**config.mk**
```make
export PLATFORM = sky130hd
export DESIGN_NAME = icache_refill_ctrl
export DESIGN_NICKNAME = d
export VERILOG_FILES = /design/src/rtl/icache_pkg.sv /design/src/rtl/icache_flush_walker.sv /design/src/rtl/icache_refill_ctrl.sv
export SDC_FILE = /design/constraint.sdc
export NUM_CORES = 1
export LEC_CHECK = 0
export CAP_MARGIN = 10
export CORE_AREA = 2 2 243 245
export DETAILED_ROUTE_END_ITERATION = 12
export DIE_AREA = 0 0 245 247
export PLACE_DENSITY = 0.54
export SYNTH_ARGS = -nofsm -noshare
export SYNTH_HDL_FRONTEND = slang
export SYNTH_SLANG_ARGS = --single-unit
```
**constraint.sdc**
```tcl
create_clock -name Clk -period 1.85 [get_ports Clk]
set_input_delay 0.185 -clock Clk [delete_from_list [all_inputs] [get_ports Clk]]
set_output_delay 0.185 -clock Clk [all_outputs]
set_load 0.05 [all_outputs]
```
**src/rtl/icache_pkg.sv**
```systemverilog
// Shared types, widths and helpers for the ICache refill/flush sequencing logic.
// Tag entries are stored as {valid, tag} with the valid bit in the MSB.
package icache_pkg;

    localparam int ICACHEWIDE   = 256;
    localparam int ICACHEDEEP   = 64;
    localparam int INDEXWIDE    = 6;
    localparam int TAGWIDE      = 20;
    localparam int LINEOFFSET   = 6;
    localparam int TAGENTRYWIDE = TAGWIDE + 1;

    localparam logic [2:0] ST_IDLE_ENC  = 3'd0;
    localparam logic [2:0] ST_REQ_ENC   = 3'd1;
    localparam logic [2:0] ST_WAIT_ENC  = 3'd2;
    localparam logic [2:0] ST_WRITE_ENC = 3'd3;
    localparam logic [2:0] ST_DONE_ENC  = 3'd4;
    localparam logic [2:0] ST_FLUSH_ENC = 3'd5;

    typedef enum logic [2:0] {
        ST_IDLE  = ST_IDLE_ENC,
        ST_REQ   = ST_REQ_ENC,
        ST_WAIT  = ST_WAIT_ENC,
        ST_WRITE = ST_WRITE_ENC,
        ST_DONE  = ST_DONE_ENC,
        ST_FLUSH = ST_FLUSH_ENC
    } state_e;

    function automatic logic [1:0] way_onehot(input logic way);
        return way ? 2'b10 : 2'b01;
    endfunction

    function automatic logic [31:0] line_align(input logic [31:0] addr);
        return addr & ~((32'd1 << LINEOFFSET) - 32'd1);
    endfunction

    function automatic logic [TAGENTRYWIDE-1:0] tag_entry(input logic valid,
                                                          input logic [TAGWIDE-1:0] tag);
        return {valid, tag};
    endfunction

endpackage

```
**src/rtl/icache_flush_walker.sv**
```systemverilog
// Set walker for cache invalidation: a start pulse runs idx over 0..DEEP-1, one set per
// cycle, then wraps to 0 and pulses done in the following cycle.
module icache_flush_walker
    import icache_pkg::*;
#(
    parameter int DEEP = ICACHEDEEP,
    parameter int IDXW = INDEXWIDE
) (
    input  logic            Clk,
    input  logic            Rest,
    input  logic            start,
    output logic            busy,
    output logic [IDXW-1:0] idx,
    output logic            last,
    output logic            done
);

    localparam logic [IDXW-1:0] LAST_IDX = IDXW'(DEEP - 1);

    logic            busy_r;
    logic [IDXW-1:0] idx_r;
    logic            done_r;

    // Set counter; start is ignored while a walk is already running.
    always_ff @(posedge Clk or negedge Rest) begin
        if (!Rest) begin
            busy_r <= 1'b0;
            idx_r  <= {IDXW{1'b0}};
            done_r <= 1'b0;
        end else begin
            done_r <= 1'b0;
            if (busy_r) begin
                if (idx_r == LAST_IDX) begin
                    busy_r <= 1'b0;
                    idx_r  <= {IDXW{1'b0}};
                    done_r <= 1'b1;
                end else begin
                    idx_r <= idx_r + {{(IDXW-1){1'b0}}, 1'b1};
                end
            end else if (start) begin
                busy_r <= 1'b1;
                idx_r  <= {IDXW{1'b0}};
            end else begin
                idx_r <= idx_r;
            end
        end
    end

    assign busy = busy_r;
    assign idx  = idx_r;
    assign last = busy_r && (idx_r == LAST_IDX);
    assign done = done_r;

endmodule

```
**src/rtl/icache_refill_ctrl.sv**
```systemverilog
// ICache Stage1 SRAM sequencer: miss refill through the AXI bridge and full-array flush.
// Optional performance counters are built when ICACHE_PERF_CNT_EN is defined.
module icache_refill_ctrl
    import icache_pkg::*;
(
    input  logic                    Clk,
    input  logic                    Rest,
    input  logic                    MissValid,
    input  logic [31:0]             MissAddr,
    input  logic                    ReplaceWay,
    output logic                    MissReady,
    input  logic                    FlushReq,
    output logic                    FlushDone,
    output logic                    Stage1Stop,
    output logic                    AxiReqValid,
    output logic [31:0]             AxiReqAddr,
    input  logic                    AxiReqReady,
    input  logic                    AxiRespValid,
    input  logic [ICACHEWIDE-1:0]   AxiRespData,
    output logic                    WrEn,
    output logic [1:0]              WrWayMask,
    output logic [INDEXWIDE-1:0]    WrIndex,
    output logic [TAGENTRYWIDE-1:0] WrTag,
    output logic [ICACHEWIDE-1:0]   WrData,
    output logic                    RefillDone
`ifdef ICACHE_PERF_CNT_EN
    ,
    output logic [31:0]             PerfMissCnt,
    output logic [31:0]             PerfStallCnt
`endif
);

    state_e                 state_r;
    logic [31:0]            miss_addr_r;
    logic                   way_r;
    logic [ICACHEWIDE-1:0]  line_r;
    logic                   kill_r;
    logic                   flush_pend_r;
    logic [INDEXWIDE-1:0]   wr_index_r;

    logic                   flush_start_s;
    logic                   walk_busy_s;
    logic                   walk_last_s;
    logic                   walk_done_s;
    logic [INDEXWIDE-1:0]   walk_idx_s;
    logic                   refill_wr_s;
    logic                   in_flush_s;

    // A pending flush is launched only from DONE so an in-flight refill always drains first.
    assign flush_start_s = ((state_r == ST_IDLE) && FlushReq) ||
                           ((state_r == ST_DONE) && (flush_pend_r || FlushReq));

    icache_flush_walker #(
        .DEEP (ICACHEDEEP),
        .IDXW (INDEXWIDE)
    ) u_walker (
        .Clk   (Clk),
        .Rest  (Rest),
        .start (flush_start_s),
        .busy  (walk_busy_s),
        .idx   (walk_idx_s),
        .last  (walk_last_s),
        .done  (walk_done_s)
    );

    // Refill/flush sequencer.
    always_ff @(posedge Clk or negedge Rest) begin
        if (!Rest) begin
            state_r      <= ST_IDLE;
            miss_addr_r  <= 32'd0;
            way_r        <= 1'b0;
            line_r       <= {ICACHEWIDE{1'b0}};
            kill_r       <= 1'b0;
            flush_pend_r <= 1'b0;
            wr_index_r   <= {INDEXWIDE{1'b0}};
        end else begin
            case (state_r)
                ST_IDLE: begin
                    if (flush_start_s) begin
                        state_r <= ST_FLUSH;
                    end else if (MissValid) begin
                        state_r     <= ST_REQ;
                        miss_addr_r <= MissAddr;
                        way_r       <= ReplaceWay;
                        wr_index_r  <= MissAddr[LINEOFFSET +: INDEXWIDE];
                    end else begin
                        state_r <= ST_IDLE;
                    end
                end
                ST_REQ: begin
                    if (FlushReq) begin
                        kill_r       <= 1'b1;
                        flush_pend_r <= 1'b1;
                    end
                    if (AxiReqReady) begin
                        state_r <= ST_WAIT;
                    end else begin
                        state_r <= ST_REQ;
                    end
                end
                ST_WAIT: begin
                    if (FlushReq) begin
                        kill_r       <= 1'b1;
                        flush_pend_r <= 1'b1;
                    end
                    if (AxiRespValid) begin
                        line_r  <= AxiRespData;
                        state_r <= ST_WRITE;
                    end else begin
                        state_r <= ST_WAIT;
                    end
                end
                ST_WRITE: begin
                    if (FlushReq) begin
                        flush_pend_r <= 1'b1;
                    end
                    state_r <= ST_DONE;
                end
                ST_DONE: begin
                    kill_r       <= 1'b0;
                    flush_pend_r <= 1'b0;
                    if (flush_start_s) begin
                        state_r <= ST_FLUSH;
                    end else begin
                        state_r <= ST_IDLE;
                    end
                end
                ST_FLUSH: begin
                    kill_r       <= 1'b0;
                    flush_pend_r <= 1'b0;
                    if (walk_last_s) begin
                        state_r    <= ST_IDLE;
                        wr_index_r <= walk_idx_s;
                    end else begin
                        state_r <= ST_FLUSH;
                    end
                end
                default: begin
                    state_r      <= ST_IDLE;
                    kill_r       <= 1'b0;
                    flush_pend_r <= 1'b0;
                end
            endcase
        end
    end

    assign in_flush_s  = (state_r == ST_FLUSH);
    assign refill_wr_s = (state_r == ST_WRITE) && !kill_r;

    // A same-cycle flush request wins over the miss, so the miss must not see ready.
    assign MissReady   = (state_r == ST_IDLE) && !flush_pend_r && !walk_busy_s && !FlushReq;
    assign Stage1Stop  = (state_r != ST_IDLE);
    assign AxiReqValid = (state_r == ST_REQ);
    assign AxiReqAddr  = AxiReqValid ? line_align(miss_addr_r) : 32'd0;
    assign WrEn        = refill_wr_s || in_flush_s;
    assign WrWayMask   = in_flush_s  ? 2'b11 :
                         refill_wr_s ? way_onehot(way_r) : 2'b00;
    assign WrIndex     = in_flush_s ? walk_idx_s : wr_index_r;
    assign WrTag       = refill_wr_s ?
                         tag_entry(1'b1, miss_addr_r[LINEOFFSET+INDEXWIDE +: TAGWIDE]) :
                         {TAGENTRYWIDE{1'b0}};
    assign WrData      = refill_wr_s ? line_r : {ICACHEWIDE{1'b0}};
    assign RefillDone  = (state_r == ST_DONE) && !kill_r && !flush_pend_r;
    assign FlushDone   = walk_done_s;

`ifdef ICACHE_PERF_CNT_EN
    logic        miss_accept_s;
    logic [31:0] perf_miss_r;
    logic [31:0] perf_stall_r;

    assign miss_accept_s = MissReady && MissValid;

    // Free-running miss and stall counters, wrapping modulo 2^32.
    always_ff @(posedge Clk or negedge Rest) begin
        if (!Rest) begin
            perf_miss_r  <= 32'd0;
            perf_stall_r <= 32'd0;
        end else begin
            if (miss_accept_s) begin
                perf_miss_r <= perf_miss_r + 32'd1;
            end
            if (Stage1Stop) begin
                perf_stall_r <= perf_stall_r + 32'd1;
            end
        end
    end

    assign PerfMissCnt  = perf_miss_r;
    assign PerfStallCnt = perf_stall_r;
`endif

endmodule

```
# Word-level counts from Yosys, hierarchy flattened
# Index checks and enable logic that the tools add are counted.
[classes] add_sub_neg=1 n_eq_ne=11 muxes=29 n_bitwise=3 n_reduce_logical=28
[ops] operator="$mux W256" n=1
[ops] operator="$mux W6" n=7
[ops] operator="$mux W32" n=1
[ops] operator="$mux W21" n=1
[ops] operator="$pmux W3 S6" n=1
[ops] operator="$pmux W6 S2" n=1
[ops] operator="$logic_and A1 B1 Y1" n=9
[ops] operator="$mux W3" n=3
[ops] operator="$mux W1" n=8
[ops] operator="$mux W2" n=4
[ops] operator="$add A6 B1 Y6 const B" n=1
[ops] operator="$eq A3 B2 Y1 const B" n=2
[ops] operator="$eq A3 B3 Y1 const B" n=2
[ops] operator="$eq A6 B6 Y1 const B" n=1
[ops] operator="$ne A2 B1 Y1 const B" n=3
[ops] operator="$reduce_and A2 Y1" n=3
[ops] operator="$logic_not A1 Y1" n=4
[ops] operator="$ne A2 B2 Y1 const B" n=2
[ops] operator="$pmux W1 S2" n=2
[ops] operator="$reduce_and A4 Y1" n=1
[ops] operator="$reduce_bool A2 Y1" n=2
[ops] operator="$reduce_or A2 Y1" n=2
[ops] operator="$eq A3 B1 Y1 const B" n=1
[ops] operator="$logic_not A3 Y1" n=1
[ops] operator="other kinds (5)" n=9
[word_totals] ff_bits=308 inputBits=295 out_inout_bits=323

# Depth between registers and ports, before layout
[logic_depth] word_depth=5 ltp_mapped=7 mapped_depth_nobuf=5

# By module
# A second synthesis with hierarchy kept.
[hier_totals] hier_cells=1054 area_unflattened_um2=13772.0
[modules_own_cells] mod="icache_refill_ctrl" instances=1 cells_per_inst=1013 area_each_um2=13369.1 seq_area_each_um2=7357.1
[modules_own_cells] mod="icache_flush_walker" instances=1 cells_per_inst=41 area_each_um2=402.9 seq_area_each_um2=200.2

# Least setup slack after synthesis
# Ideal clock, no wire load.
[synth_timing] path_type="register -> output" start="register state_r[2]" end="output port MissReady" arrival_ns=2.502 required_time_ns=1.665 setup_slack_ns=-0.837 stages_incl_launch_ff=3 n_path_buf=0 path_cell_list="dfrtp_1 > or3_1 > nor4_1"
[synth_via] elab_chain_len=4
[synth_lines] item="start, declared" line="icache_refill_ctrl.sv:33" rtl="state_e state_r;"
[synth_lines] item="start signal, assigned" line="icache_refill_ctrl.sv:69" rtl="state_r <= ST_IDLE;"
[synth_lines] item="start signal, assigned" line="icache_refill_ctrl.sv:80" rtl="state_r <= ST_FLUSH;"
[synth_lines] item="start signal, assigned" line="icache_refill_ctrl.sv:82" rtl="state_r <= ST_REQ;"
[synth_lines] item="$logic_not A3 Y1" line="icache_refill_ctrl.sv:151" rtl="assign MissReady = (state_r == ST_IDLE) && !flush_pend_r && !walk_busy_s && !FlushReq;"
[synth_lines] item="$logic_and A1 B1 Y1 (3 in series)" line="icache_refill_ctrl.sv:151"
[synth_lines] item="end, declared" line="icache_refill_ctrl.sv:11" rtl="output logic MissReady,"
# Every way passes these cells.

# Worst setup path in the final report
[layout_timing] start="register state_r[2]" end="output port WrData[96]"
[layout_via] elab_chain_len=3
[layout_lines] item="$eq A3 B2 Y1" line="icache_refill_ctrl.sv:148" rtl="assign refill_wr_s = (state_r == ST_WRITE) && !kill_r;"
[layout_lines] item="$logic_and A1 B1 Y1" line="icache_refill_ctrl.sv:148"
[layout_lines] item="$mux W256" line="icache_refill_ctrl.sv:162" rtl="assign WrData = refill_wr_s ? line_r : {ICACHEWIDE{1'b0}};"
[layout_lines] item="end, declared" line="icache_refill_ctrl.sv:24" rtl="output logic [ICACHEWIDE-1:0] WrData,"
# Every way passes these cells.

==> run_results.csv <==
group,metric,value,unit
synthesis,synthFlopType,"dfrtp_1",
power_and_ir_drop,ir_worst_vdd,733,uV
sta,fin_skew,0.0127,ns
placed_design,gp_routability_congestion,0.751,
sta,hold_viol_final,0,
worst_setup_path,max_stage_delay,0.37,ns
finish,fillers,5218,
global_routing,antenna_found_initial,2,
power_and_ir_drop,clock_power_share,21.7,%
synthesis,synth_edf_count,0,
detailed_routing,drtIter0Drc,272,
sta,drv_slew,0,
cts,htreeDepth,2,
global_routing,overflow,0,
floorplan,chipHeight,247,um
synthesis,ys_warn_count,0,
finish,fin_nets,2068,
worst_setup_path,critPathSlowestCell,"dfrtp_1",
hold_path,hp-class,"input port to register",
synthesis,synthArstFlopShare,100,%
sta,tightest_slew,0.550,ns
floorplan,row_count,89,
sta,period_share,126,%
sta,setup_ws,-0.485,ns
power_and_ir_drop,power_frac_comb,45.3,%
synthesis,synth_seq_cells,302,
detailed_routing,wirelength,48000,um
worst_setup_path,crit_path_end_kind,"primary output",
floorplan,ioPinCount,618,
detailed_routing,drc,0,
cts,cts.sinks,302,
detailed_routing,wl_per_cell,18.6,um
placed_design,dpl-instance-area,24600,sq um
floorplan,die_w,245,um
detailed_routing,viasPerCell,4.16,
synthesis,synth_seq_area_share,55.4,%
worst_setup_path,path_cells,"nand3b_1, or2_4, inv_12, buf_16, clkbuf_16, and2_2, buf_12",
cts,cts_buffer_depth,3,
cts,clkTransAtPathRegs,0.06,ns
global_routing,grt_use_total,15.2,%
job,cap_violations,0,
synthesis,syn_inst,1104,
detailed_routing,antenna_left,0,
sta,fin_crit,2.33,ns
floorplan,core,58200,sq um
detailed_routing,firstDrtPassIters,4,
synthesis,syn_area_per_cell,12.3,sq um
power_and_ir_drop,p_leak,11.4,nW
finish,area_delta_synth_final,93.0,%
cts,clock_latency,0.54,ns
synthesis,ys_top_cells_by_area,"dfrtp_1 55%, mux2_2 22%, and2_1 14%, nand2_1 2.6%, buf_4 1.9%",
synthesis,synth_commonest_cells,"302 x and2_1, 302 x dfrtp_1, 263 x mux2_2",
worst_setup_path,critPathKind,"register to primary output",
sta,setup_viol,589,
finish,finalInstanceArea,26300,sq um
synthesis,synth.distinct_cells,36,
placed_design,place.port_buffers,605,
worst_setup_path,cp.required,1.66,ns
placed_design,hpwlAfterDp,35900,um
synthesis,yosys.area.top_type,"dfrtp_1",
sta,hold_slack,0.165,ns
finish,layout-drive-gt1-share,56.6,%
cts,root_buffer,"clkbuf_16",
worst_setup_path,worstPathMaxFanout,15,
synthesis,syn_area,13600,sq um
global_routing,grt_pass1_vias,11500,
power_and_ir_drop,pwr_density_cell,1300,nW/um^2
status,status,"complete, but fails checks",
sta,slew_headroom,63.2,%
worst_setup_path,arrival,2.15,ns
global_routing,grt_first_pass_wirelength,71000,um
cts,tritoncts,"built",
worst_setup_path,start_kind,"register",
power_and_ir_drop,power.total,34.1,mW
power_and_ir_drop,p_switching,11.7,mW
power_and_ir_drop,seq_power_share,33.0,%
floorplan,die-area,60500,sq um
power_and_ir_drop,p_sw_share,34.2,%
sta,rsz0062_at_grt,"true",
floorplan,start_util,23.4,%
status,violations,"setup timing",
power_and_ir_drop,p_int,22.4,mW
synthesis,yosys.area.top_type_share,55.4,%
cts,numCtsBuffers,38,
detailed_routing,vias,10700,
global_routing,grt_max_degree,55,
sta,max_freq,0.428,GHz
==> registers in the layout, summed over array words and instances (netlist names) <==
name           cells
u_walker.idx       6
state_r            3
line_r           256
u_walker.done      1
miss_addr_r       26
u_walker.busy      1
way_r              1
kill_r             1
wr_index_r         6
flush_pend_r       1
==> critical path: cells and delay by family (launching register included) <==
family	cells	cell delay, ns
buffers and inverters	4	0.57
flip-flops	1	0.37
AND/OR/NAND/NOR	3	0.64
==> layer usage <==
layer / part of all wire (%) / global-route usage (%) / wire length, um
met1: 39 / 17.8 / 18800
met2: 50 / 26.5 / 24100
met4: 2.4 / 4.25 / 1140
met3: 8.2 / 5.23 / 3920
met5: 0.027 / 0 / 13
==> power groups by stage <==
stage	logic (mW)	registers, mW	clock network, mW
2_1_floorplan	8.36	10.7	0
3_5_place_dp	15.0	11.3	0
3_3_place_gp	14.7	11.2	0
6_report	15.4	11.3	7.41
4_1_cts	15.2	11.3	7.70
5_1_grt	16.3	11.7	7.93
==> final timing paths <==
kind                            startpoint         endpoint  slack [ns]  depth (start not counted)
max                             state_r[2]       WrData[96]       -0.48                          7
min                           MissAddr[20]  miss_addr_r[20]        0.16                          3
max reg2reg                     state_r[0]      line_r[140]       -0.16                          6
min reg2reg                miss_addr_r[10]  miss_addr_r[10]        0.47                          2
max in group asynchronous             Rest      line_r[169]        0.97                          3
min in group asynchronous             Rest      line_r[116]        0.17                          2
==> per-stage QoR <==
| stage | instances | TNS (ns) | utilization, % | worst slack (ns) |
|---|---|---|---|---|
| 2_1_floorplan | 1109 | -0.0615 | - | -0.0615 |
| 3_3_place_gp | 2484 | -43.45 | 42.2 | -0.210 |
| 3_5_place_dp | 2484 | -47.79 | 42.2 | -0.239 |
| 4_1_cts | 2560 | -165.42 | 44.7 | -0.558 |
| 5_1_grt | 2573 | -217.99 | 45.2 | -0.601 |
| 6_report | 2573 | -160.02 | 45.2 | -0.485 |
==> what timing repair did <==
| item | 4_1_cts | 5_1_grt |
|---|---|---|
| resized for setup | 34 | 77 |
| hold buffers | 1 | 0 |
| pin swaps | 9 | 9 |
| cloned | 3 | 5 |
| setup endpoints to repair | 531 | 599 |
| endpoints found under the hold margin | 106 | 0 |
| setup buffers | 5 | 9 |
==> cells by family (layout without fill, tap and decap cells) <==
group                    Yosys count  in the layout  share of synthesized area [%]
flip-flops                       302            302                           55.4
XOR/XNOR                           1              1                         0.0643
AND/OR/NAND/NOR                  426            426                           17.9
adder cells (fa/ha/maj)            1              1                         0.0918
AO/OA/AOI/OAI                     25             25                           1.03
buffers and inverters             82            772                           3.52
other                              1              7                         0.0275
multiplexers                     266            266                           21.9
==> final cells by class <==
cell class / instances / area (sq um) / area share, %
timing repair buffer: 702 / 10400 / 39.5
sequential: 302 / 7560 / 28.7
multi-input combinational: 725 / 6110 / 23.2
clock buffer: 60 / 1190 / 4.51
tap: 773 / 967 / 3.68
clock inverter: 7 / 63.8 / 0.243
inverter: 3 / 23.8 / 0.0904
antenna: 1 / 2.50 / 0.00951
==> placed cells by master (no fill, tap or decap), types with 3 or more instances in the layout <==
cell type,n
a21oi_1,8
and2_1,25
and2_2,193
and2_4,84
buf_12,336
buf_16,5
buf_4,63
buf_6,3
clkbuf_1,10
clkbuf_16,45
clkbuf_8,9
clkdlybuf4s50_1,288
clkinv_2,5
conb_1,6
dfrtp_1,302
mux2_2,259
mux2_4,4
mux2i_1,3
nand2_1,93
nand3_1,3
nand3b_1,3
nor2_1,6
nor3_1,4
o21ai_0,10
(Power assumes the default switching activity.)
